File: src/rtl/alu_seq_pkg.sv
// alu_seq_pkg
// Shared types and constants for the ALU slice sequencer.
//   seq_state_t : sequencer FSM states (IDLE, RUN, DONE)
//   NIBBLE_W    : width of one ParallelALU slice
//   *_S / *_M   : function-select / mode pairs the central unit drives
//                 through req_s / req_m for common operations
package alu_seq_pkg;

  typedef enum logic [1:0] {
    IDLE = 2'd0,
    RUN  = 2'd1,
    DONE = 2'd2
  } seq_state_t;

  localparam int NIBBLE_W = 4;

  // Arithmetic operations (M=0, carry chained through the slices)
  localparam logic [3:0] ADD_S = 4'b1001;
  localparam logic       ADD_M = 1'b0;
  localparam logic [3:0] SUB_S = 4'b0110;
  localparam logic       SUB_M = 1'b0;

  // Logic operations (M=1, carry still chained but not meaningful)
  localparam logic [3:0] AND_S = 4'b1011;
  localparam logic       AND_M = 1'b1;
  localparam logic [3:0] OR_S  = 4'b1110;
  localparam logic       OR_M  = 1'b1;
  localparam logic [3:0] XOR_S = 4'b0110;
  localparam logic       XOR_M = 1'b1;
  localparam logic [3:0] NOT_S = 4'b0000;
  localparam logic       NOT_M = 1'b1;

endpackage

File: src/rtl/alu_seq_opcounter.sv
// alu_seq_opcounter
// Saturating 16-bit count of completed sequencer operations. Only
// instantiated when ALU_SEQ_OPCOUNT_EN is defined.
//   clk   : clock, rising edge
//   rst_n : synchronous active-low reset, clears the count
//   inc   : one completed operation this cycle
//   count : current count, sticks at 16'hFFFF
module alu_seq_opcounter (
  input  logic        clk,
  input  logic        rst_n,
  input  logic        inc,
  output logic [15:0] count
);

  // Count handshakes, holding at all-ones instead of wrapping back to 0
  always_ff @(posedge clk) begin
    if (!rst_n) begin
      count <= '0;
    end else if (inc && (count != 16'hFFFF)) begin
      count <= count + 16'd1;
    end
  end

endmodule

File: src/rtl/alu_slice_sequencer.sv
// alu_slice_sequencer
// Drives a single 4-bit ParallelALU slice one nibble per cycle (LSB
// first), chaining each nibble's Pout into the next nibble's Pin, then
// returns the assembled WORD_W-bit result on a valid/ready channel.
//   clk, rst_n          : clock and synchronous active-low reset
//   req_valid/req_ready : request handshake; req_a, req_b, req_s, req_m,
//                         req_cin are sampled only at the accept edge
//   resp_valid/resp_ready : response handshake; resp_r, resp_cout,
//                         resp_zero held stable while resp_valid is high
//   alu_a, alu_b, alu_s, alu_m, alu_pin : drive to the ALU slice
//   alu_r, alu_pout     : combinational result back from the ALU slice
//   op_count            : completed-operation count, present only when
//                         ALU_SEQ_OPCOUNT_EN is defined
module alu_slice_sequencer
  import alu_seq_pkg::*;
#(
  parameter int WORD_W = 16
) (
  input  logic              clk,
  input  logic              rst_n,
  input  logic              req_valid,
  output logic              req_ready,
  input  logic [WORD_W-1:0] req_a,
  input  logic [WORD_W-1:0] req_b,
  input  logic [3:0]        req_s,
  input  logic              req_m,
  input  logic              req_cin,
  output logic              resp_valid,
  input  logic              resp_ready,
  output logic [WORD_W-1:0] resp_r,
  output logic              resp_cout,
  output logic              resp_zero,
  output logic [3:0]        alu_a,
  output logic [3:0]        alu_b,
  output logic [3:0]        alu_s,
  output logic              alu_m,
  output logic              alu_pin,
  input  logic [3:0]        alu_r,
  input  logic              alu_pout
`ifdef ALU_SEQ_OPCOUNT_EN
  ,
  output logic [15:0]       op_count
`endif
);

  localparam int NIBBLES = WORD_W / NIBBLE_W;
  localparam int IDX_W   = (NIBBLES > 1) ? $clog2(NIBBLES) : 1;
  localparam logic [IDX_W-1:0] LAST_IDX = IDX_W'(NIBBLES - 1);

  generate
    if ((WORD_W < NIBBLE_W) || ((WORD_W % NIBBLE_W) != 0)) begin : g_bad_width
      $error("alu_slice_sequencer: WORD_W must be a positive multiple of 4");
    end
  endgenerate

  seq_state_t        state;
  logic [WORD_W-1:0] a_q;
  logic [WORD_W-1:0] b_q;
  logic [WORD_W-1:0] result_q;
  logic [3:0]        s_q;
  logic              m_q;
  logic              carry_q;
  logic [IDX_W-1:0]  idx;

  // Sequencer FSM. In IDLE the operands are captured; each RUN edge
  // stores one result nibble and moves the slice carry into carry_q so it
  // feeds the next nibble. After the MSB nibble carry_q holds the final
  // carry-out, which doubles as resp_cout in DONE.
  always_ff @(posedge clk) begin
    if (!rst_n) begin
      state    <= IDLE;
      a_q      <= '0;
      b_q      <= '0;
      result_q <= '0;
      s_q      <= '0;
      m_q      <= 1'b0;
      carry_q  <= 1'b0;
      idx      <= '0;
    end else begin
      unique case (state)
        IDLE: begin
          if (req_valid) begin
            a_q     <= req_a;
            b_q     <= req_b;
            s_q     <= req_s;
            m_q     <= req_m;
            carry_q <= req_cin;
            idx     <= '0;
            state   <= RUN;
          end
        end
        RUN: begin
          result_q[NIBBLE_W*idx +: NIBBLE_W] <= alu_r;
          carry_q <= alu_pout;
          if (idx == LAST_IDX) begin
            idx   <= '0;
            state <= DONE;
          end else begin
            idx <= idx + IDX_W'(1);
          end
        end
        DONE: begin
          if (resp_ready) begin
            state <= IDLE;
          end
        end
        default: begin
          state <= IDLE;
        end
      endcase
    end
  end

  // Slice drive: operand nibbles only while running, so the ALU sees
  // zeros between operations; function select and carry always reflect
  // the latched registers.
  always_comb begin
    alu_a = '0;
    alu_b = '0;
    if (state == RUN) begin
      alu_a = a_q[NIBBLE_W*idx +: NIBBLE_W];
      alu_b = b_q[NIBBLE_W*idx +: NIBBLE_W];
    end
  end

  assign alu_s   = s_q;
  assign alu_m   = m_q;
  assign alu_pin = carry_q;

  // Handshake flags come straight from the state register; req_ready is
  // also masked by reset so nothing looks acceptable while held in reset.
  assign req_ready  = rst_n && (state == IDLE);
  assign resp_valid = (state == DONE);
  assign resp_r     = result_q;
  assign resp_cout  = carry_q;
  assign resp_zero  = (result_q == '0);

`ifdef ALU_SEQ_OPCOUNT_EN
  alu_seq_opcounter u_opcounter (
    .clk   (clk),
    .rst_n (rst_n),
    .inc   (resp_valid && resp_ready),
    .count (op_count)
  );
`endif

endmodule

File: config.mk
export PLATFORM = sky130hd
export DESIGN_NAME = alu_slice_sequencer
export DESIGN_NICKNAME = d
export VERILOG_FILES = /design/src/rtl/alu_seq_pkg.sv /design/src/rtl/alu_seq_opcounter.sv /design/src/rtl/alu_slice_sequencer.sv
export SDC_FILE = /design/constraint.sdc
export NUM_CORES = 1
export LEC_CHECK = 0
export BUFFER_PORTS_ARGS = -buffer_cell sky130_fd_sc_hd__buf_2
export CAP_MARGIN = 25
export CORE_ASPECT_RATIO = 1.2
export CORE_UTILIZATION = 25
export DETAILED_ROUTE_END_ITERATION = 16
export SYNTH_ARGS = -nofsm -noshare
export SYNTH_HDL_FRONTEND = slang
export SYNTH_SLANG_ARGS = --single-unit
File: constraint.sdc
create_clock -name clk -period 6.3 [get_ports clk]
set_clock_uncertainty 0.2 [all_clocks]
set_input_delay 0.945 -clock clk [delete_from_list [all_inputs] [get_ports clk]]
set_output_delay 0.945 -clock clk [all_outputs]
set_load 0.005 [all_outputs]
==> summary.md, run 1 <==
| Metric | Value |
|---|---|
| Core area | 0.0105 mm2 |
| IO buf count | 80 |
| Fin nets | 405 |
| HPWL Detailed | 4360 um |
| Routed WL | 6200 um |
| Storage cell area | 0.00116 mm2 |
| Io pins | 81 |
| Hold depth | 2 |
| R2R depth | 5 |
| Die height | 116 um |
| Number of synthesized flops with an enable pin | 0 |
| First DRT Iteration DRCs | 63 |
| Setup TNS | 0 ns |
| Clock Pin Slew Worst Setup and Hold Paths | 0.05 ns |
| Critical path data required time | 5.15 ns |
| Clk_lat worst skew | 0.32 ns |
| Crit Reg-Reg Startpoint | idx[0] |
| GRT busiest layer | met2 |
| Share of cells above drive strength 1 | 36.6% |
| Cell row count | 41 |
| Fin crit share | 51.9% |
| Die width | 96.8 um |
| Footprint of the multi-input gates | 0.00138 mm2 |
| Number of distinct library cells after synthesis | 33 |
| Postcts setup bufs | 0 |
| Status | completed |
| Final setup vio count | 0 |
| WL/cell | 12.7 um |
| Reg2reg setup slack | 3.69 ns |
| DR vias | 2,173 |
| Post-place setup slack | 3.11 ns |
| Fmax | 306 MHz |
| CP Buf/Inv Count | 1 |
| Die ar. | 0.0112 mm2 |
| Met1 GRT Util | 14.0% |
| Num CTS Buffers | 9 |
| Bufs on Longest Clock Path | 2 |
| Post-synth top flop | dfxtp_1 |
| Antenna violations before repair | 0 |
| Sink Count | 58 |
| Diode count | 0 |
| Post-cts resize count | 0 |
| Mapped Cells | 281 |
| Asr flop ratio synth | 0% |
| Critical path's slowest cell | dfxtp_1 |
| GRT met3 Usage | 3.44% |
| CP Class | reg2out |
| Yosys reg bits | 58 |
| Syn. warnings | 0 |
| Antenna-violating nets left | 0 |
| Most common cell after layout, fill and taps aside | nand2_1 |
| Worst hold slack | 0.250 ns |
| Via density | 4.46 |
| Post-synthesis sequential area ratio | 43.0% |
| Startpoint Class | flop |
| Cell family with most CP delay | flip-flops |
| Placer Congestion | 0.731 |
| Met2 GRT Util | 19.4% |
| Post-route cell area | 0.00344 mm2 |
| Crit path max fanout | 17 |
| TritonCTS clock tree | done |
| Endpoints failing hold | 0 |
| Post-Syn Area | 0.00270 mm2 |
| Slew Viols, Final | 0 |
| Minimum clock period | 3.27 ns |
| Worst setup margin | 3.03 ns |
| VDD IR-drop max | 0.124 mV |
| Root buf cell | clkbuf_16 |
| Max-cap violations | 0 |
| Global Route Usage Sum | 11.7% |
| Global route overflow | 0 |
| First drt pass iteration count | 4 |
| Hold Crit Start | a_q[13] |
| Area growth from synthesis to layout | 27.3% |
| DRC Markers | 0 |
| Worst-Margin Slew | 0.908 ns |
| First-pass GRT wire length | 10,100 um |
| HP Class | reg2reg |
| Hold Path End | a_q[13] |
| CTS Hold Bufs | 0 |
| Filler instances | 1,097 |
| Critical path cell sequence | mux4_2, and2_1, buf_2 |
| Dpl cell area | 0.00313 mm2 |
| Synth Net Count | 333 |
| Power per Cell Area | 283 mW/mm2 |
| Worst setup EP type | primary output |
| Arrival @ worst endpoint | 2.13 ns |
| Initial Util | 25.7% |
| Most frequent cells in the layout | nand2_1 (89), buf_2 (80), dfxtp_1 (58) |
| Post-synthesis area per instance | 9.60 um2 |
| Max H-tree Level | 3 |
| Unrepaired setup endpoints after global routing | no |
| Slowest Stage Delay on Critical Path | 0.91 ns |
| Vias in the first global route | 2,084 |
| Rel. slew slack | 39.4% |
| LEAKAGE | 0.00145 uW |
| Reg-to-Reg End | resp_r[6] |
| Largest net degree at the start of global routing | 59 |
## power breakdown
group | switching [uW] | total (uW) | internal, uW
Clock | 154 | 473 | 318
Sequential | 14.8 | 401 | 386
Combinational | 51.2 | 101 | 49.4
Total | 220 | 974 | 754
## Yosys cell counts (2+ instances only)
library cell / count / share of area (%)
a21boi_1: 10 / 2.8
o22ai_1: 8 / 1.9
a22o_1: 8 / 2.6
buf_6: 7 / 2.9
and3b_1: 2 / 0.65
a21boi_2: 21 / 8.8
nand3_1: 2 / 0.37
and2_1: 9 / 2.1
nand2b_1: 2 / 0.46
clkbuf_1: 9 / 1.3
buf_2: 3 / 0.56
nand2_1: 89 / 12
ha_1: 5 / 2.3
nor4_1: 4 / 0.93
dfxtp_1: 58 / 43
nor3b_1: 2 / 0.56
nor2b_1: 3 / 0.70
nor2_1: 3 / 0.42
buf_4: 2 / 0.56
mux4_2: 8 / 6.7
o21ai_0: 2 / 0.37
a21boi_0: 10 / 2.8
inv_1: 3 / 0.42
nor4_2: 2 / 0.93
## worst max path at each step
stage / depth (start not counted) / slack (ns) / endpoint / start
after floorplan: 2 / 3.84 / req_ready / rst_n
after global placement: 3 / 3.10 / req_ready / rst_n
after detailed placement: 3 / 3.11 / req_ready / rst_n
after CTS: 3 / 2.98 / alu_a[0] / idx[0]
after global routing: 3 / 2.86 / alu_a[0] / idx[0]
final: 3 / 3.03 / alu_a[2] / idx[0]
## worst register-to-register path, delay by kind of cell (launching register included)
family	cells	cell delay, ns
buffers and inverters	1	0.21
DFF	1	0.91
and+or+nand+nor	2	0.60
adders and majority gates	1	0.43
AOI/OAI and AO/OA	1	0.20
## layer usage
| layer | share of wire (%) | up-vias |
|---|---|---|
| met5 | 0 | - |
| met4 | 1.9 | 0 |
| met3 | 5.2 | 7 |
| met2 | 48 | 57 |
| met1 | 45 | 998 |
| li1 | - | 1111 |
## cell families after synthesis
logic type	Yosys count	share of synthesized area, %
simple gates	124	22.3
fa+ha+maj	5	2.32
buf+inv	24	5.70
compound gates	62	20.0
mux	8	6.68
flops	58	43.0
## flip-flops by register name (all words and copies together) (netlist names)
| name | flops |
|---|---|
| a_q | 16 |
| b_q | 16 |
| resp_r | 16 |
| alu_s | 4 |
| idx | 2 |
| state | 2 |
| alu_m | 1 |
| alu_pin | 1 |
## cell type report
| type | count | area share (%) |
|---|---|---|
| multi-input cells | 199 | 40.3 |
| flip-flops and latches | 58 | 33.8 |
| repair buffers | 82 | 12.1 |
| clock buffers | 15 | 8.67 |
| well taps | 129 | 4.70 |
| inverters | 3 | 0.328 |
| clock inverters | 1 | 0.146 |
## metrics by stage
step / utilization [%] / cells / total power (uW)
after floorplan: - / 281 / 478
after global placement: 29.8 / 471 / 509
after detailed placement: 29.8 / 471 / 511
after CTS: 32.7 / 487 / 991
after global routing: 32.7 / 487 / 1020
final: 32.7 / 487 / 974
Note: power is estimated with default switching activity, not from simulation.
==> run 2, diff against run 1 <==
==> constraint.sdc (replaced) <==
create_clock -name clk -period 3.1 [get_ports clk]
set_clock_uncertainty 0.2 [all_clocks]
set_input_delay 0.465 -clock clk [delete_from_list [all_inputs] [get_ports clk]]
set_output_delay 0.465 -clock clk [all_outputs]
set_load 0.005 [all_outputs]
==> run 2 against run 1 <==
Hold slack worse by 0.078 ns. Critical path depth is 1 higher. Sequential power increased by 100%. Non-clock buffer count grew 4. Design area rose by 0.95%. Worst setup slack worse by 2.3 ns. Register-to-register slack lost 2.7 ns. Core utilization grew 0.31 points. Largest cell class unchanged.
==> summary.md, run 2 (synthesis gave the netlist of run 1 again) <==
| Metric | Value |
|---|---|
| Reg2reg setup slack | 0.97 ns (was 3.69 ns) |
| Via density | 4.56 (was 4.46) |
| Comb power frac | 10.8% (was 10.3%) |
| HPWL Detailed | 4790 um (was 4360 um) |
| Power per Cell Area | 583 mW/mm2 (was 283 mW/mm2) |
| Arrival @ worst endpoint | 1.72 ns (was 2.13 ns) |
| CP Buf/Inv Count | 2 (was 1) |
| Cell row count | 41 (unchanged) |
| Die ar. | 0.0112 mm2 (unchanged) |
| Die height | 116 um (unchanged) |
| CTS Hold Bufs | 0 (unchanged) |
| Most common cell after layout, fill and taps aside | nand2_1 (unchanged) |
| Die width | 96.8 um (unchanged) |
| Final setup vio count | 0 (unchanged) |
| Hold depth | 3 (was 2) |
| Clk pwr share | 49.3% (was 48.5%) |
| Area growth from synthesis to layout | 28.5% (was 27.3%) |
| Fin crit share | 76.9% |
| Antenna violations before repair | 1 (was 0) |
| Postcts setup bufs | 0 (unchanged) |
| Hold Path End | a_q[10] (was a_q[13]) |
| Core area | 0.0105 mm2 (unchanged) |
| Met2 Wirelength | 3280 um (was 2990 um) |
| Endpoints failing hold | 0 (unchanged) |
| HP Class | in2reg (was reg2reg) |
| Startpoint Class | flop (unchanged) |
| Slowest Stage Delay on Critical Path | 0.52 ns (was 0.91 ns) |
| Global Route Usage Sum | 12.5% (was 11.7%) |
| Slew Viols, Final | 0 (unchanged) |
| Diode count | 0 (unchanged) |
| Crit Reg-Reg Startpoint | idx[0] (unchanged) |
| LEAKAGE | 0.00147 uW (was 0.00145 uW) |
| Num CTS Buffers | 9 (unchanged) |
| VDD IR-drop max | 0.283 mV (was 0.124 mV) |
| Most frequent cells in the layout | nand2_1 (89), buf_2 (80), dfxtp_1 (58) (unchanged) |
| Worst-Margin Slew | 0.637 ns (was 0.908 ns) |
| Critical path's slowest cell | mux4_2 (was dfxtp_1) |
| Critical Path Start | idx[0] (unchanged) |
| Top Layer Used | met5 (was met4) |
| TritonCTS clock tree | done (unchanged) |
| Fmax | 420 MHz |
| CP Class | reg2out (unchanged) |
| Vias in the first global route | 2,203 (was 2,084) |
| IO buf count | 80 (unchanged) |
| Clock Pin Slew Worst Setup and Hold Paths | 0.05 ns (about the same) |
| First drt pass iteration count | 4 (unchanged) |
| Hold Crit Start | req_a[10] (was a_q[13]) |
| Root buf cell | clkbuf_16 (unchanged) |
| Cell family with most CP delay | multiplexers (was flip-flops) |
| Storage cell area | 0.00116 mm2 (unchanged) |
| Fin nets | 409 (was 405) |
| Critical path data required time | 2.43 ns (was 5.15 ns) |
| Final Power | 2020 uW (was 974 uW) |
| Bufs on Longest Clock Path | 2 (unchanged) |
| Flop pwr share | 39.9% (was 41.1%) |
| Filler instances | 1,080 (was 1,097) |
| Largest net degree at the start of global routing | 38 (was 59) |
| Share of cells above drive strength 1 | 37.6% (was 36.6%) |
| WL/cell | 13.5 um (was 12.7 um) |
| Global route overflow | 0 (unchanged) |
| Switching Share | 23.4% (was 22.6%) |
| Crit path max fanout | 17 (unchanged) |
| Wl on met1 | 2900 um (was 2770 um) |
| First DRT Iteration DRCs | 49 (was 63) |
| Worst setup EP type | primary output (unchanged) |
| Footprint of the multi-input gates | 0.00138 mm2 (unchanged) |
| Minimum clock period | 2.38 ns |
| First-pass GRT wire length | 10,800 um (was 10,100 um) |
| Reg-to-Reg End | resp_r[5] (was resp_r[6]) |
| Routed wl met3 | 347 um (was 322 um) |
| R2R depth | 6 (was 5) |
| Pint | 1550 uW (was 754 uW) |
| Io pins | 81 (unchanged) |
| Antenna-violating nets left | 0 (unchanged) |
| Placer Congestion | 0.778 (was 0.731) |
| Critical path cell sequence | buf_4, mux4_2, and2_1, buf_2 (was mux4_2, and2_1, buf_2) |
| DR vias | 2,241 (was 2,173) |
| Unrepaired setup endpoints after global routing | no (unchanged) |
| Max-cap violations | 0 (unchanged) |
| Sink Count | 58 (unchanged) |
| Initial Util | 25.7% (unchanged) |
| Final Core Density | 33.0% (was 32.7%) |
| Post-cts resize count | 0 (unchanged) |
| Setup TNS | 0 ns (unchanged) |
| Clk_lat worst skew | 0.32 ns (about the same) |
| Net Sw Power | 473 uW (was 220 uW) |
| Status | completed (unchanged) |
| Routed WL | 6640 um (was 6200 um) |
| Rel. slew slack | 57.5% (was 39.4%) |
| DRC Markers | 0 (unchanged) |
| Max H-tree Level | 3 (unchanged) |
[run 2: worst max-delay path by stage]
| stage | to | slack [ns] | cells past startpoint |
|---|---|---|---|
| global placement | resp_r[5] | 0.97 | 6 |
| detailed placement | resp_r[7] | 0.95 | 6 |
| global route | alu_a[2] | 0.59 | 4 |
| finish | alu_a[0] | 0.72 | 4 |
| floorplan | resp_r[10] | 1.07 | 6 |
| CTS | alu_a[3] | 0.66 | 4 |
[run 2: tightest hold or removal path, delay by kind of cell]
| kind | cells | cell delay (ns) |
|---|---|---|
| AOI/OAI and AO/OA | 1 | 0.05 |
| buffers and inverters | 1 | 0.09 |
| and+or+nand+nor | 1 | 0.04 |
[run 2: power groups by stage]
stage	sequential (uW)	clock, uW	combinational (uW)
after CTS	807	1020	225
after global routing	811	1060	247
after floorplan	814	0	156
after global placement	820	0	220
after detailed placement	823	0	224
final	807	996	218
[run 2: through the flow]
step	instance area [um2]	setup WS (ns)	std cells	hold WS (ns)
after floorplan	2700	1.07	281	0.232
after global placement	3160	0.967	475	0.244
after detailed placement	3160	0.952	475	0.247
after CTS	3470	0.662	491	0.160
after global routing	3470	0.592	491	0.161
final	3470	0.717	491	0.172
[run 2: metal layers]
layer	vias up	global-route usage, %
met4	2	5.37
met2	60	21.6
li1	1119	-
met3	9	4.52
met5	-	0
met1	1051	13.9
[run 2: final cells by class]
class,instances,share of cell area [%]
multi-input combinational,199,39.9
sequential,58,33.5
timing repair buffer,86,12.8
clock buffer,11,7.29
tap,129,4.65
clock inverter,5,1.52
inverter,3,0.325
